$ cat src/rtl/dff_match_scoreboard.sv
// Checker stage for a DFF: compares reference and DUT q on enabled cycles and
// keeps per-run statistics (samples, errors, first mismatch index) with a
// latched verdict once the run ends by stop or by sample-count timeout.
module dff_match_scoreboard #(
  parameter int unsigned WIDTH   = 1,
  parameter int unsigned CNT_W   = 32,
  parameter int unsigned TIMEOUT = 100000
) (
  input  logic             clk,
  input  logic             rst_n,
  input  logic             start,
  input  logic             stop,
  input  logic             sample_en,
  input  logic [WIDTH-1:0] q_ref,
  input  logic [WIDTH-1:0] q_dut,
  output logic             mismatch,
  output logic [CNT_W-1:0] samples,
  output logic [CNT_W-1:0] errors,
  output logic [CNT_W-1:0] first_err_idx,
  output logic             first_err_valid,
  output logic             busy,
  output logic             done,
  output logic             timeout,
  output logic             pass
);

  typedef enum logic [1:0] {
    S_IDLE,
    S_RUN,
    S_DONE
  } state_e;

  localparam logic [CNT_W-1:0] CNT_MAX = '1;
  // A TIMEOUT beyond the saturating counter range can never be reached.
  localparam bit               TMO_EN  = (TIMEOUT != 0) && (64'(TIMEOUT) <= 64'(CNT_MAX));
  localparam logic [CNT_W-1:0] TMO_VAL = CNT_W'(TIMEOUT);

  state_e           state_q, state_d;
  logic             mismatch_q, mismatch_d;
  logic [CNT_W-1:0] samples_q, samples_d;
  logic [CNT_W-1:0] errors_q, errors_d;
  logic [CNT_W-1:0] first_idx_q, first_idx_d;
  logic             first_valid_q, first_valid_d;
  logic             timeout_q, timeout_d;
  logic             tmo_hit;

  // State and statistics registers; reset aborts any run and clears everything.
  always_ff @(posedge clk or negedge rst_n) begin
    if (!rst_n) begin
      state_q       <= S_IDLE;
      mismatch_q    <= 1'b0;
      samples_q     <= '0;
      errors_q      <= '0;
      first_idx_q   <= '0;
      first_valid_q <= 1'b0;
      timeout_q     <= 1'b0;
    end else begin
      state_q       <= state_d;
      mismatch_q    <= mismatch_d;
      samples_q     <= samples_d;
      errors_q      <= errors_d;
      first_idx_q   <= first_idx_d;
      first_valid_q <= first_valid_d;
      timeout_q     <= timeout_d;
    end
  end

  // Next-state and statistics update: start wins over everything, sampling only in RUN.
  always_comb begin
    state_d       = state_q;
    mismatch_d    = 1'b0;
    samples_d     = samples_q;
    errors_d      = errors_q;
    first_idx_d   = first_idx_q;
    first_valid_d = first_valid_q;
    timeout_d     = timeout_q;
    tmo_hit       = 1'b0;

    if (start) begin
      state_d       = S_RUN;
      samples_d     = '0;
      errors_d      = '0;
      first_idx_d   = '0;
      first_valid_d = 1'b0;
      timeout_d     = 1'b0;
    end else if (state_q == S_RUN) begin
      if (sample_en) begin
        mismatch_d = (q_ref != q_dut);
        if (samples_q != CNT_MAX) begin
          samples_d = samples_q + CNT_W'(1);
          tmo_hit   = TMO_EN && (samples_d == TMO_VAL);
        end
        if (mismatch_d) begin
          if (errors_q != CNT_MAX) errors_d = errors_q + CNT_W'(1);
          if (!first_valid_q) begin
            first_idx_d   = samples_q;
            first_valid_d = 1'b1;
          end
        end
      end
      if (stop || tmo_hit) state_d = S_DONE;
      if (tmo_hit) timeout_d = 1'b1;
    end
  end

  assign mismatch        = mismatch_q;
  assign samples         = samples_q;
  assign errors          = errors_q;
  assign first_err_idx   = first_idx_q;
  assign first_err_valid = first_valid_q;
  assign busy            = (state_q == S_RUN);
  assign done            = (state_q == S_DONE);
  assign timeout         = timeout_q;
  assign pass            = (state_q == S_DONE) && (errors_q == '0);

endmodule

$ cat config.mk
export PLATFORM = sky130hd
export DESIGN_NAME = dff_match_scoreboard
export DESIGN_NICKNAME = d
export VERILOG_FILES = /design/src/rtl/dff_match_scoreboard.sv
export SDC_FILE = /design/constraint.sdc
export NUM_CORES = 1
export LEC_CHECK = 0
export ABC_AREA = 1
export BUFFER_PORTS_ARGS = -buffer_cell sky130_fd_sc_hd__buf_2
export CORE_MARGIN = 1
export CORE_UTILIZATION = 45
export CTS_CLUSTER_DIAMETER = 40
export DETAILED_ROUTE_END_ITERATION = 10
export PLACE_DENSITY = 0.67
export SLEW_MARGIN = 40
export SYNTH_ARGS = -nofsm -noshare
export SYNTH_HDL_FRONTEND = slang
export SYNTH_SLANG_ARGS = --single-unit
$ cat constraint.sdc
create_clock -name clk -period 2.48 [get_ports clk]
set_input_delay 0.124 -clock clk [delete_from_list [all_inputs] [get_ports clk]]
set_output_delay 0.124 -clock clk [all_outputs]
set_load 0.02 [all_outputs]
# Word level (Yosys, flattened, before mapping)
# Cells that the tools add are included.
# totals
regBits	101
input_bits	7
elab_cells	63
# op_classes
addsub	2
eq_ne	7
n_mux	31
reduce_logical	16
# ops
operator	count
2-to-1 mux 32 bit	14
adder 32 x 1 -> 32 bit, second input constant	2
inequality test 32 bit, second input constant	2
equality test 32 x 17 -> 1 bit, second input constant	1
zero test 32 bit	1
2-to-1 mux 1 bit	14
nonzero test 2 bit	7
AND reduction 4 bit	2
2-to-1 mux 2 bit	3
AND reduction 3 bit	2
AND reduction 2 bit	2
equality test 2 x 1 -> 1 bit, second input constant	1
equality test 2 bit, second input constant	1
inequality test 2 bit, second input constant	1
logical AND 1 bit	1
logical OR 1 bit	1
inequality test 1 bit	1

# Longest topological paths before layout
# Gate-level depths: netlist (run 1).
# logic_depth
depth_word	10
depth_mapped	15
depth_no_buf	15

# Worst setup path before layout (run 1)
# Ideal clock, no wire load.
# synth_timing
kind	register to register
startpoint	register samples_q[1] (netlist: samples[1])
endpoint	register samples_q[31] (netlist: samples[31])
setup_ps	126
arrival_ps	1872
required_time_ps	2354
setup_slack_ps	481
stages_incl_launch_ff	12
synth_period_minus_slack_ps	1999
path_cell_list	dfrtp_1 ha_1 nand2_2 nor2_4 nand2_4 nor2_4 nand4_2 nand2_2 nor2_1 buf_2 nand2_1 o21ai_0
# synth_via
elab_chain_len	5
elab_cells_between_ends	8
cone_classes	1 x add/sub; 1 x eq/ne; 4 x mux; 2 x reduce/logical
# synth_lines
element	line	rtl
start, declared	40	logic [CNT_W-1:0] samples_q, samples_d;
start signal, assigned	60	samples_q <= samples_d;
adder 32 x 1 -> 32 bit	90	samples_d = samples_q + CNT_W'(1);
2-to-1 mux 32 bit	89	if (samples_q != CNT_MAX) begin
2-to-1 mux 32 bit	87	if (sample_en) begin
2-to-1 mux 32 bit	86	end else if (state_q == S_RUN) begin
2-to-1 mux 32 bit	79	if (start) begin
# Parallel ways exist; a longest one is shown, timed or not. The select of a mux whose other input is x is not followed.
# A chain may end at the register's enable or synchronous reset.

# Worst setup path after layout (run 1)
# layout_timing
startpoint	register samples_q[0] (netlist: samples[0])
endpoint	register samples_q[31] (netlist: samples[31])
# Same word-level chain as after synthesis.

==> impl_metrics.ini, run 1 <==
[status]
status = finished clean

[routing]
routedWlPerCell_um = 15.0
routed_wire_length_um = 16200
post_drt_via_cell_ratio = 5.22
num_vias = 5627
detail_route.drc_violations = 0
drt_pre_antenna_iters = 5
drt_first_iter_violations = 334
ant_nets = 0

[timing]
hold_violations = 0
final_max_slew_viol_count = 0
finalCriticalPeriod_ns = 2.29
setup_viol_count_final = 0
hold_slack_ns = 0.176
slew_headroom = 0.533
grt_setup_unrepaired = no
fmaxAchievable_ghz = 0.437
final.setup_skew_ns = 0.00911
setup_slack_ns = 0.190
finalSetupTns_ns = 0
final_min_period_over_clock_period = 0.923
worst_slew_pin_slew_ns = 0.700

[floorplan]
die-width_um = 116
coreArea_um2 = 12600
fp.dieArea_um2 = 13400
io_pins = 109
start_util = 0.462
core.rowCount = 41
die_h_um = 116

[critical_path]
worstPathRequired_ns = 2.69
cp-start-kind = flip-flop
worst_setup_path_startpoint = samples[0]
worst-endpoint-arrival_ns = 2.50
worst-r2r-setup-slack_ns = 0.19
setup.worst_path.end = samples[31]
reg2reg_depth = 11
kind_of_critical_path = flip-flop to flip-flop
critical_path.reg2reg.endpoint = samples[31]
r2r_startpoint = samples[0]
worst-path-max-fanout = 20
worst_setup_path_end_kind = flip-flop

[finish]
num_antenna_cells = 0
final_standard_cell_utilization_of_the_core = 0.548
post_route_cells_drive_above_1_share = 0.188
final_nets = 910
area_delta_synth_final_pct = 18.7
fillers = 1275
seqCellArea_um2 = 2530
area_taken_by_multi_input_logic_gates_um2 = 2750

[clock_tree]
clkLatencyLatePin_ns = 0.35
clkTransAtPathRegs_ns = 0.07
cts_tree = yes
cts.repair_timing.setup_buffer_count = 0
tritoncts.num_buffers = 9
clock_path_buffers = 2
ctsHtreeMaxLevel = 3
clkSinkCount = 101
ctsRootBufferMaster = clkbuf_16

[logic_synthesis]
share_of_synthesized_cell_area_in_and_or_nand_and_nor_gates = 0.333
synthAdderAreaFrac = 0.00644
combinational_family_with_the_most_area_after_synthesis = simple AND/OR/NAND/NOR gates
synth.area.mux_share = 0
mapped_area_um2 = 5820
cell_count_after_synthesis = 795
synth_xor_xnor_area_share = 0.0180
syn_avg_cell_area_um2 = 7.33
synth_compound_area_frac = 0.112
number_of_warnings_issued_by_yosys = 0
number_of_distinct_library_cells_after_synthesis = 42
yosys_register_bits = 101
mappedNetlistNets = 805
synth_sequential_area_ratio = 0.434

[pwr]
report.power.total_uw = 3600
power_leakage_uw = 0.00323
ir_worst_vdd_v = 0.000282
cellPowerDensity_nw_per_um2 = 520

[placed_design]
detailed_place_hpwl_um = 11700
gpl.final_weighted_congestion = 0.895
pre_cts_slack_ns = 0.190
port_buffers = 108

[global_routing]
largest_net_degree_at_the_start_of_global_routing = 75
grt_overflow = 0
number_of_global_route_vias_before_repair = 5212
grt.total_usage = 0.254
grt_pass1_wl_um = 26300
antenna_found_initial = 0

[flow_run]
cap_viol_max_count = 0

[hold_path]
timing.hold.worst.class = input pin to flip-flop
[kinds of logic after synthesis]
group / count (synthesis)
flip-flops: 101
XOR/XNOR: 12
buffers and inverters: 139
AND/OR/NAND/NOR: 419
AO/OA/AOI/OAI: 121
adder cells (fa/ha/maj): 3
[cell usage after synthesis, drive strengths merged]
| master | n | share of area |
|---|---|---|
| xor2 | 12 | 0.018 |
| ha | 3 | 0.0064 |
| a31oi | 2 | 0.0021 |
| and3 | 2 | 0.0021 |
| a221oi | 1 | 0.0015 |
| a21oi | 22 | 0.019 |
| clkbuf | 13 | 0.010 |
| inv | 118 | 0.077 |
| nor4 | 8 | 0.0086 |
| nor3 | 16 | 0.015 |
| and2 | 2 | 0.0021 |
| o31ai | 3 | 0.0039 |
| nand3 | 76 | 0.067 |
| buf | 8 | 0.0084 |
| o41ai | 1 | 0.0015 |
| o21a | 7 | 0.0090 |
| dfrtp | 101 | 0.43 |
| or3 | 1 | 0.0011 |
| nand4 | 18 | 0.020 |
| nor3b | 2 | 0.0034 |
| nor2 | 95 | 0.073 |
| o22ai | 8 | 0.0086 |
| o21ai | 77 | 0.067 |
| nand3b | 3 | 0.0045 |
| nand2 | 195 | 0.14 |
| nand2b | 1 | 0.0011 |
[cell usage in the layout (no fill, tap or decap), types with 3 or more instances in the layout]
| master | netlist | layout |
|---|---|---|
| nand2_1 | 181 | 181 |
| inv_1 | 114 | 113 |
| buf_2 | 6 | 107 |
| dfrtp_1 | 101 | 100 |
| nor2_1 | 81 | 81 |
| nand3_1 | 74 | 74 |
| o21ai_0 | 63 | 63 |
| a21oi_1 | 22 | 22 |
| nand4_1 | 17 | 17 |
| nor3_1 | 15 | 15 |
| o21ai_1 | 13 | 13 |
| xor2_1 | 12 | 12 |
| nand2_2 | 10 | 10 |
| clkbuf_16 | 0 | 9 |
| nor4_1 | 8 | 8 |
| o22ai_1 | 8 | 8 |
| nor2_2 | 7 | 7 |
| nor2_4 | 7 | 7 |
| o21a_1 | 7 | 7 |
| buf_4 | 1 | 6 |
| inv_2 | 3 | 4 |
| nand2_4 | 4 | 4 |
| bufinv_16 | 0 | 4 |
| o31ai_1 | 3 | 3 |
| ha_1 | 3 | 3 |
[report_power, final]
part | internal [uW] | leakage [uW] | switching [uW]
clock | 1090 | 0.000169 | 638
sequential | 1660 | 0.00140 | 9.64
combinational | 44.3 | 0.00166 | 160
[flip-flops by register name, summed over array words and instances, names as in the netlist]
signal and count:
state_q 2, samples 32, first_err_valid 1, errors 32, first_err_idx 32, timeout 1, mismatch 1
[worst min path at each step]
stage           from               end  slack [ns]  cells after the start
4_1_cts         stop        state_q[0]        0.17                      6
3_5_place_dp   rst_n  first_err_idx[7]        0.07                      1
3_3_place_gp   rst_n  first_err_idx[7]        0.07                      1
2_1_floorplan  rst_n         errors[0]       -0.17                      0
6_report        stop        state_q[0]        0.18                      6
5_1_grt         stop        state_q[0]        0.24                      6
[final cells by class]
cell class,instances,share of cell area
clock inverters,6,0.0195
repair buffers,115,0.0883
multi-input cells,555,0.397
well taps,172,0.0311
flip-flops and latches,101,0.366
clock buffers,10,0.0331
inverters,118,0.0651
[per-layer routing]
layer / wire length, um / global-route usage / up-vias
met1: 7960 / 0.366 / 2644
met4: 275 / 0.0889 / 0
li1: - / - / 2794
met2: 7020 / 0.384 / 170
met5: 0 / 0 / -
met3: 905 / 0.0418 / 19
[timing repair]
item                                    CTS  global route
endpoints found under the setup margin    0            13
hold buffers                              1             0
gates resized for setup                   0             2
endpoints found under the hold margin    27             0
[stage by stage]
step	std cells	area (um^2)
3_3_place_gp	1060	6540
6_report	1077	6920
5_1_grt	1077	6920
3_5_place_dp	1060	6540
4_1_cts	1077	6910
2_1_floorplan	795	5820
[critical path, stage by stage, from the launching register on]
cell	delay, ns
dfrtp_1	0.42
ha_1	0.23
nand2_2	0.09
nor2_4	0.26
nand2_4	0.09
nor2_4	0.17
nand4_2	0.17
nand2_2	0.20
nor2_1	0.09
buf_4	0.22
nand2_1	0.09
o21ai_0	0.10
Power figures use the tool's default switching activity.
==> run 2, diff against run 1 <==
- RECOVER_POWER: unset -> 25
- SLEW_MARGIN: 40 -> unset
==> run 2 against run 1 <==
Net effect:
- the flow now finishes with violations (max-capacitance violations, max-slew violations)
- flip-flop and latch count unchanged
- core utilization down 0.45 points
- largest power group unchanged
- clock skew decreased by 0.00076 ns
- largest cell class unchanged
==> impl_metrics.ini, run 2 (synthesis results as in run 1) <==
[pwr]
share_seq_of_total_power = 0.463
p_comb_frac = 0.056
cellPowerDensity_nw_per_um2 = 525
cellInternalPower_uw = 2790
p_clk_frac = 0.481
power_leakage_uw = 0.00304
ir_worst_vdd_v = 0.000283
switching_share = 0.225
netSwitchingPower_uw = 812

[status]
violations = max-capacitance violations, max-slew violations
status = finished with violations

[timing]
hold_violations = 0
setup_slack_ns = 0.193
worst_slew_pin_slew_ns = 1.61
finalSetupTns_ns = 0
grt_setup_unrepaired = no
final_min_period_over_clock_period = 0.922
finalCriticalPeriod_ns = 2.29
fmaxAchievable_ghz = 0.437
final.setup_skew_ns = 0.00835
slew_headroom = -0.0734
final_max_slew_viol_count = 28
setup_viol_count_final = 0

[routing]
drt_first_iter_violations = 381
num_vias = 5638
routed_wire_length_um = 16200
drt_pre_antenna_iters = 5
detail_route.drc_violations = 0
post_drt_via_cell_ratio = 5.23
routedWlPerCell_um = 15.0
ant_nets = 0

[floorplan]
fp.dieArea_um2 = 13400
coreArea_um2 = 12600
die_h_um = 116
start_util = 0.462
die-width_um = 116
core.rowCount = 41
io_pins = 109

[placed_design]
gpl.final_weighted_congestion = 0.895
pre_cts_slack_ns = 0.190
detailed_place_hpwl_um = 11700
port_buffers = 108

[global_routing]
grt.total_usage = 0.254
grt_overflow = 0
antenna_found_initial = 0
largest_net_degree_at_the_start_of_global_routing = 75
number_of_global_route_vias_before_repair = 5212
grt_pass1_wl_um = 26300

[critical_path]
worstPathRequired_ns = 2.69
worst_setup_path_end_kind = flip-flop
kind_of_critical_path = flip-flop to flip-flop
cp-start-kind = flip-flop
worst-path-max-fanout = 20
worst-endpoint-arrival_ns = 2.50

[finish]
most_used_cells_in_the_layout_excluding_fill_and_tap_cells = nand2_1, inv_1, dfrtp_1
seqCellArea_um2 = 2530
area_delta_synth_final_pct = 17.8
post_route_cells_drive_above_1_share = 0.140
num_antenna_cells = 0
commonest_non_fill_non_tap_cell_in_the_layout = nand2_1
fillers = 1292
final_nets = 910
area_taken_by_multi_input_logic_gates_um2 = 2750

[clock_tree]
ctsRootBufferMaster = clkbuf_16
clkLatencyLatePin_ns = 0.35
clkSinkCount = 101
tritoncts.num_buffers = 9
ctsHtreeMaxLevel = 3
clock_path_buffers = 2
cts_tree = yes
cts.repair_timing.setup_buffer_count = 0
clkTransAtPathRegs_ns = 0.07

[hold_path]
timing.hold.worst.class = input pin to flip-flop

[flow_run]
cap_viol_max_count = 1
## run 2: final timing paths
kind                                  from                 to  slack [ns]  depth (start not counted)
max in group asynchronous            rst_n  first_err_idx[28]        0.67                          3
worst min-delay path                  stop         state_q[0]        0.17                          6
worst max-delay path            samples[0]        samples[31]        0.19                         11
worst max register to register  samples[0]        samples[31]        0.19                         11
worst min register to register  state_q[0]         state_q[0]        0.53                          2
min in group asynchronous            rst_n   first_err_idx[7]        0.72                          2
## run 2: layout make-up
| class | count | area share |
|---|---|---|
| sequential | 101 | 0.369 |
| tap | 172 | 0.0314 |
| timing repair buffer | 115 | 0.0808 |
| inverter | 118 | 0.0657 |
| clock buffer | 10 | 0.0334 |
| multi-input combinational | 555 | 0.400 |
| clock inverter | 6 | 0.0197 |
## run 2: power groups by stage
stage                     logic (uW)  registers, uW  clock network [uW]
after floorplan                  111           1700                   0
after global placement           205           1700                   0
after detailed placement         205           1700                   0
after CTS                        207           1670                1750
after global routing             226           1670                1810
final                            203           1670                1730
## run 2: stage by stage
step | total power, uW | hold WS (ns) | utilization | instance area (um^2) | std cells
floorplan | 1810 | -0.172 | - | 5820 | 795
global placement | 1900 | 0.0748 | 0.518 | 6540 | 1060
detailed placement | 1900 | 0.0718 | 0.518 | 6540 | 1060
CTS | 3620 | 0.166 | 0.548 | 6910 | 1077
global route | 3700 | 0.243 | 0.544 | 6860 | 1077
finish | 3600 | 0.174 | 0.544 | 6860 | 1077
## run 2: repair_timing
item	4_1_cts	5_1_grt
resized for setup	0	2
endpoints found under the setup margin	0	13
hold buffers	1	0
endpoints found under the hold margin	27	0
## run 2: critical path, stage by stage (launching register included)
cell and delay (ns):
dfrtp_1 0.42, ha_1 0.23, nand2_2 0.09, nor2_4 0.26, nand2_4 0.09, nor2_4 0.17
nand4_2 0.17, nand2_2 0.20, nor2_1 0.09, buf_4 0.22, nand2_1 0.09, o21ai_0 0.10
## run 2: per-layer routing
metal	vias to the layer above	share of wire	global-route usage
li1	2794	-	-
met1	2652	0.49	0.366
met2	173	0.43	0.384
met3	19	0.058	0.0418
met4	0	0.017	0.0889
met5	-	0	0
